File: src/rtl/asip_mem_arb_pkg.sv
// Shared types for the data-memory arbiter: grant encoding and memory word type.
// Latency: n/a (types only).
// Backpressure: n/a (types only).
// Contents: grant_e (which requester drives the memory), vec_t (one memory word at the default geometry).
package asip_mem_arb_pkg;

  localparam int VEC_SIZE = 4;  // lanes per memory word
  localparam int REG_SIZE = 8;  // bits per lane, also the address width

  typedef enum logic {
    GNT_PIPE = 1'b0,
    GNT_HOST = 1'b1
  } grant_e;

  typedef logic [VEC_SIZE-1:0][REG_SIZE-1:0] vec_t;

endpackage

File: src/rtl/arb_wait_counter.sv
// Saturating refusal counter: clear wins over increment, holds at MAX_CNT, flags when saturated.
// Latency: at_max_o reflects the registered count (value for the current cycle).
// Backpressure: none; counts whatever the caller reports each cycle.
// Ports: clk, reset (sync, active-high), clr_i, inc_i, at_max_o.
module arb_wait_counter #(
  parameter int MAX_CNT = 4,
  parameter int CNT_W   = $clog2(MAX_CNT + 1)
) (
  input  logic clk,
  input  logic reset,
  input  logic clr_i,
  input  logic inc_i,
  output logic at_max_o
);

  localparam logic [CNT_W-1:0] MAX_C = CNT_W'(MAX_CNT);

  logic [CNT_W-1:0] cnt_q, cnt_d;

  always_comb begin
    cnt_d = cnt_q;
    if (clr_i) begin
      cnt_d = '0;
    end else if (inc_i && (cnt_q != MAX_C)) begin
      cnt_d = cnt_q + CNT_W'(1);
    end
  end

  always_ff @(posedge clk) begin
    if (reset) begin
      cnt_q <= '0;
    end else begin
      cnt_q <= cnt_d;
    end
  end

  assign at_max_o = (cnt_q == MAX_C);

endmodule

File: src/rtl/data_mem_arbiter.sv
// Arbitrates the single-port data memory between the pipeline (priority) and a host port.
// Latency: memory grant/control is combinational; host read data returns one cycle after acceptance.
// Backpressure: pipeline is stalled when the host is granted; host waits on host_ready, forced after maxWait refusals.
// Ports: pipe_* (stallable pipeline access), host_* (valid/ready host access + registered read response),
//        mem_* (single-port memory, combinational read).
module data_mem_arbiter
  import asip_mem_arb_pkg::*;
#(
  parameter int vecSize      = 4,
  parameter int registerSize = 8,
  parameter int maxWait      = 4
) (
  input  logic                                   clk,
  input  logic                                   reset,
  input  logic                                   pipe_req,
  input  logic                                   pipe_we,
  input  logic [registerSize-1:0]                pipe_addr,
  input  logic [vecSize-1:0][registerSize-1:0]   pipe_wdata,
  output logic [vecSize-1:0][registerSize-1:0]   pipe_rdata,
  output logic                                   pipe_stall,
  input  logic                                   host_valid,
  input  logic                                   host_we,
  input  logic [registerSize-1:0]                host_addr,
  input  logic [vecSize-1:0][registerSize-1:0]   host_wdata,
  output logic                                   host_ready,
  output logic                                   host_rvalid,
  output logic [vecSize-1:0][registerSize-1:0]   host_rdata,
  output logic                                   mem_we,
  output logic [registerSize-1:0]                mem_addr,
  output logic [vecSize-1:0][registerSize-1:0]   mem_wdata,
  input  logic [vecSize-1:0][registerSize-1:0]   mem_rdata
);

  grant_e grant;
  logic   wait_at_max;
  logic   host_acc;

  // Host wins when the pipeline is idle, or when it has been refused maxWait
  // times in a row; the pipeline keeps priority otherwise.
  always_comb begin
    grant = GNT_PIPE;
    if (!reset && host_valid && (!pipe_req || wait_at_max)) begin
      grant = GNT_HOST;
    end
  end

  always_comb begin
    mem_we     = 1'b0;
    mem_addr   = pipe_addr;
    mem_wdata  = pipe_wdata;
    host_ready = 1'b0;
    pipe_stall = 1'b0;
    if (grant == GNT_HOST) begin
      mem_we     = host_we;
      mem_addr   = host_addr;
      mem_wdata  = host_wdata;
      host_ready = 1'b1;
      pipe_stall = pipe_req;
    end else if (!reset) begin
      mem_we = pipe_req & pipe_we;
    end
  end

  assign pipe_rdata = mem_rdata;
  assign host_acc   = host_valid & host_ready;

  // Refusals only accumulate while the host keeps asking; acceptance or a
  // withdrawn request restarts the count.
  arb_wait_counter #(
    .MAX_CNT (maxWait)
  ) u_wait_cnt (
    .clk      (clk),
    .reset    (reset),
    .clr_i    (!host_valid || host_acc),
    .inc_i    (host_valid && !host_acc),
    .at_max_o (wait_at_max)
  );

  logic                                 rvalid_q, rvalid_d;
  logic [vecSize-1:0][registerSize-1:0] rdata_q, rdata_d;

  always_comb begin
    rvalid_d = host_acc & ~host_we;
    rdata_d  = rdata_q;
    if (rvalid_d) begin
      rdata_d = mem_rdata;
    end
  end

  always_ff @(posedge clk) begin
    if (reset) begin
      rvalid_q <= 1'b0;
      rdata_q  <= '0;
    end else begin
      rvalid_q <= rvalid_d;
      rdata_q  <= rdata_d;
    end
  end

  // A response registered just before reset is raised must not leak out
  // during the reset cycle itself.
  assign host_rvalid = rvalid_q & ~reset;
  assign host_rdata  = rdata_q;

endmodule

File: config.mk
export PLATFORM = sky130hd
export DESIGN_NAME = data_mem_arbiter
export DESIGN_NICKNAME = d
export VERILOG_FILES = /design/src/rtl/asip_mem_arb_pkg.sv /design/src/rtl/arb_wait_counter.sv /design/src/rtl/data_mem_arbiter.sv
export SDC_FILE = /design/constraint.sdc
export NUM_CORES = 1
export LEC_CHECK = 0
export ABC_AREA = 1
export CELL_PAD_IN_SITES_DETAIL_PLACEMENT = 0
export CELL_PAD_IN_SITES_GLOBAL_PLACEMENT = 1
export CORE_ASPECT_RATIO = 1.1
export CORE_MARGIN = 2
export CORE_UTILIZATION = 21
export CTS_BUF_LIST = sky130_fd_sc_hd__clkbuf_2 sky130_fd_sc_hd__clkbuf_4 sky130_fd_sc_hd__clkbuf_8
export DETAILED_ROUTE_END_ITERATION = 6
export HOLD_SLACK_MARGIN = 0.08
export PLACE_DENSITY = 0.95
export SLEW_MARGIN = 15
export SYNTH_ARGS = -nofsm -noshare
export SYNTH_HDL_FRONTEND = slang
export SYNTH_SLANG_ARGS = --single-unit
File: constraint.sdc
create_clock -name clk -period 4 [get_ports clk]
set_clock_uncertainty 0.05 [all_clocks]
set_input_delay 0.8 -clock clk [delete_from_list [all_inputs] [get_ports clk]]
set_output_delay 0.8 -clock clk [all_outputs]
set_load 0.05 [all_outputs]
Yosys cells after proc, flatten, opt, wreduce, memory -nomap -nowiden --
Index checks and enable logic that the tools add are counted.
Word-level totals: input port bits 118, RAM bits 0, memories kept 0, bits in read-only memories 0, logic and storage cells 33, latch bits 0, register bits after elaboration 36
Operators by class: $add $sub $neg 1, equality and inequality tests 2, bitwise gates (word level) 6, $lt $le $gt $ge 0, multiplexer cells 7, multipliers 0, divide/modulo/power cells 0, shifts and indexed selects 0, reductions and logical operators 11
Operator list (count):
- two-way mux 32 bit | 1
- two-way mux 8 bit | 1
- two-way mux 1 bit | 5
- bitwise AND 1 bit | 4
- logical AND 1 bit | 4
- logical NOT 1 bit | 4
- adder 3 x 1 -> 3 bit, second input constant | 1
- equality test 3 bit, second input constant | 1
- != test 3 bit, second input constant | 1
- logical OR 1 bit | 2
- NOT 1 bit | 2
- OR reduction 2 bit | 1

Depth between registers and ports, before layout --
word-level depth 9, mapped depth 11, depth with buffers taken out 10

Hierarchy --
A second synthesis with hierarchy kept.
Second synthesis, totals: cells, all modules 477, area, all modules 2646.3 um^2
Modules (own cells, without submodules):
- data_mem_arbiter | times used 1, area an instance 2471.1 um^2, cells each 450
- arb_wait_counter | times used 1, area an instance 175.2 um^2, cells each 27

Worst setup path before layout --
OpenSTA, ideal clock, no wires.
kind in2out, start input port host_valid, end output port mem_we, arrival time 2009 ps, path slack 1141 ps, stages 5, data required time 3150 ps, path buffers 1, cell sequence inv_2 > nor2_4 > nand2_4 > buf_1 > a21oi_1
On the way: cells in the longest elaborated chain, start to end 4
Ends and longest elaborated chain:
- start: declaration | line data_mem_arbiter.sv:21 | input logic host_valid,
- logical AND 1 bit (2 in a row) | line data_mem_arbiter.sv:42 | if (!reset && host_valid && (!pipe_req || wait_at_max)) begin
- two-way mux 1 bit | line data_mem_arbiter.sv:42
- two-way mux 1 bit | line data_mem_arbiter.sv:53 | if (grant == GNT_HOST) begin
- end: declaration | line data_mem_arbiter.sv:28 | output logic mem_we,
No other way between the ends.

Final worst setup path --
start input port reset, end output port mem_addr[3]
On the way: cells in the longest elaborated chain, start to end 5
Ends and longest elaborated chain:
- start: declaration | line data_mem_arbiter.sv:14 | input logic reset,
- logical NOT 1 bit
- logical AND 1 bit (2 in a row) | line data_mem_arbiter.sv:42
- two-way mux 1 bit | line data_mem_arbiter.sv:42
- two-way mux 8 bit | line data_mem_arbiter.sv:53
- end: declaration | line data_mem_arbiter.sv:29 | output logic [registerSize-1:0] mem_addr,
No other way between the ends.

==> qor.csv <==
stage;metric;value;unit
detailed_routing;DRC;0;
hold_path;Hold Crit Start;u_wait_cnt.cnt_q[0];
sta;Setup TNS;0;ns
detailed_routing;Routed WL;9.675;mm
sta;Max Fclk;0.3029;GHz
worst_setup_path;worst r2r src;u_wait_cnt.cnt_q[0];
worst_setup_path;critical-path cell list;clkdlybuf4s50_1, nor2_4, nand2_4, buf_4, nand2_1, nand2_1, buf_12;
place;placed insts;798;
detailed_routing;Initial DRT Pass Iterations;6;
sta;Hold Fails Final Rpt;0;
worst_setup_path;Crit. End Element;output port;
status;status;completed;
hold_path;WHS Path Cells;2;
clocking;Post-CTS Hold Buffers;0;
power;LEAKAGE;0.002576;uW
clocking;post-CTS setup repair buffer count;0;
sta;RSZ-0062 raised after global routing;no;
worst_setup_path;max incr delay on CP;0.59;ns
global_routing;initial antenna violation count;6;
power;worst vdd ir;0.1726;mV
worst_setup_path;Max Fanout on Critical Path;40;
worst_setup_path;CP startpoint kind;input port;
global_routing;gr usage total;14.35;%
clocking;Reg clk slew, reported paths;0.07;ns
detailed_routing;Vias;3064;
clocking;CTS buffer count;5;
floorplan;chip height;121.3;um
place;Buffers on Ports;225;
synth;mapped cell area;2626;um2
clocking;post-CTS resize count;0;
hold_path;hold endpoint;u_wait_cnt.cnt_q[0];
place;routability cong.;0.8431;
floorplan;I/O pins;226;
place;DP HPWL;8.028;mm
sta;Worst slew margin;62.60;%
floorplan;Core Footprint;12140;um2
run;maxcap violations;0;
detailed_routing;Iter 0 DRT Violations;131;
worst_setup_path;slowest CP cell;clkdlybuf4s50_1;
floorplan;Initial Util;21.63;%
global_routing;pin count of the biggest net entering global routing;42;
cells_and_area;final net count;771;
hold_path;min-delay worst type;flip-flop to flip-flop;
sta;Tightest Pin Transition;0.5593;ns
synth;post-synth top area cell;nand2_1;
synth;synth top area cells;nand2_1 31%, dfxtp_1 27%, inv_1 15%, buf_4 10%, nor2_2 7.1%;
clocking;CTS Buffer Depth;2;
sta;min Tclk post-route;3.301;ns
clocking;clk_lat worst skew;0.29;ns
synth;synthesis-stage register bit count;36;
sta;Final setup viols;0;
global_routing;grt ovf;0;
clocking;TritonCTS Sinks;36;
power;Power Dens Cells;248.1;nW/um2
worst_setup_path;most frequent CP cell;nand2_1;
synth;syn_area_per_cell;5.660;um2
global_routing;first-pass GRT wire length;14.90;mm
clocking;Root Driver;clkbuf_8;
synth;Mapped Cells;464;
clocking;CTS tree;yes;
detailed_routing;antenna-violating nets left;0;
worst_setup_path;R2R cell count;11;
sta;Slew Limit Fails;0;
worst_setup_path;r2r setup slk;1.85;ns
synth;post-synth net total;584;
floorplan;FP Rows;42;
worst_setup_path;Setup CP Type;input port to output port;
worst_setup_path;Critical Path RT;3.15;ns
cells_and_area;area delta synth->final;101.2;%
global_routing;vias in the first global route;2891;
cells_and_area;Final Non-Filler Cells;810;
synth;area share of the largest cell type after synthesis;31.44;%
floorplan;Die W;110.6;um
detailed_routing;vias per cell;3.783;
clocking;H-tree depth;2;
worst_setup_path;crit path DAT;2.45;ns
synth;Yosys warning count;0;
floorplan;die area;13420;um2
worst_setup_path;reg-to-reg endpoint;host_rdata[29];
synth;sequential fraction of the synthesis area;27.44;%
detailed_routing;WL per Instance;11.94;um
synth;synth unique cells;21;
cells_and_area;ratio of cells with drive above 1 in the final layout;13.82;%
sta;final worst path period share;82.52;%
==> cells in the mapped netlist <==
library cell / instances
buf_6: 3
nor2_1: 8
buf_1: 6
o211ai_1: 1
inv_1: 105
nor3_1: 1
nor2_2: 30
buf_2: 4
ha_1: 2
inv_2: 2
a21oi_1: 3
nand2_1: 220
nor2_4: 1
nor2_8: 1
buf_4: 35
dfxtp_1: 36
nand2_4: 1
nand3_1: 2
nand2_2: 1
clkbuf_1: 1
nand4_1: 1
==> metrics by stage <==
step	cell area, um2	setup WS [ns]	util (%)	power (uW)	hold WS (ns)
3_3_place_gp	5176	0.7087	42.64	1041	0.4247
3_5_place_dp	5176	0.6789	42.64	1043	0.4396
6_report	5285	0.6990	43.54	1311	0.4454
5_1_grt	5275	0.5903	43.46	1382	0.4891
2_1_floorplan	2626	1.141	-	724.2	0.4084
4_1_cts	5273	0.6836	43.43	1335	0.4507
==> cell type report <==
type                    count  area (um2)
fillers                  1233        6854
repair buffers            229        2700
multi-input cells         272        1161
flip-flops and latches     36       720.7
inverters                 107       401.6
well taps                 154       192.7
clock buffers               7       96.34
diodes                      5       12.51
==> sequential cells by signal, indices dropped and copies added (netlist names) <==
register          flops
host_rdata           32
u_wait_cnt.cnt_q      3
rvalid_q              1
==> worst max path at each step <==
stage / start / end / slack [ns] / depth (start not counted)
global placement: reset / mem_addr[3] / 0.71 / 7
finish: reset / mem_addr[3] / 0.70 / 7
detailed placement: reset / mem_addr[3] / 0.68 / 7
global route: host_valid / mem_wdata[30] / 0.59 / 9
CTS: reset / mem_addr[3] / 0.68 / 7
floorplan: host_valid / mem_we / 1.14 / 5
==> cell families after synthesis <==
group	Yosys count	share of synthesized area, %
AO/OA/AOI/OAI	4	0.8575
buffers and inverters	156	28.35
AND/OR/NAND/NOR	266	42.40
flip-flops	36	27.44
adder cells (fa/ha/maj)	2	0.9527
==> cells in the final DEF, fill, tap and decap left out, drive strengths merged <==
master | Yosys | routed
nand2 | 222 | 222
clkdlybuf4s50 | 0 | 182
inv | 107 | 107
buf | 48 | 47
nor2 | 40 | 40
dfxtp | 36 | 36
clkbuf | 1 | 7
diode | 0 | 5
a21oi | 3 | 3
nand3 | 2 | 2
ha | 2 | 2
nor3 | 1 | 1
o211ai | 1 | 1
nand4 | 1 | 1
==> power by group <==
part	leakage [uW]	internal, uW	switching [uW]
sequential	0.000293	371	5.84
clock	0.0000504	153	129
combinational	0.00223	300	353
total	0.00258	824	487
==> worst max-delay path: cells and delay by family <==
family	cells	cell delay, ns
buffers and inverters	3	1.11
and+or+nand+nor	4	0.53
==> per-layer routing <==
layer | share of wire (%) | up-vias | global-route usage (%)
met3 | 12 | 13 | 6.593
met2 | 49 | 156 | 25.15
li1 | - | 1636 | -
met1 | 37 | 1257 | 15.00
met4 | 2.0 | 2 | 5.625
met5 | 0.13 | - | 0
Note: power is estimated with default switching activity, not from simulation.
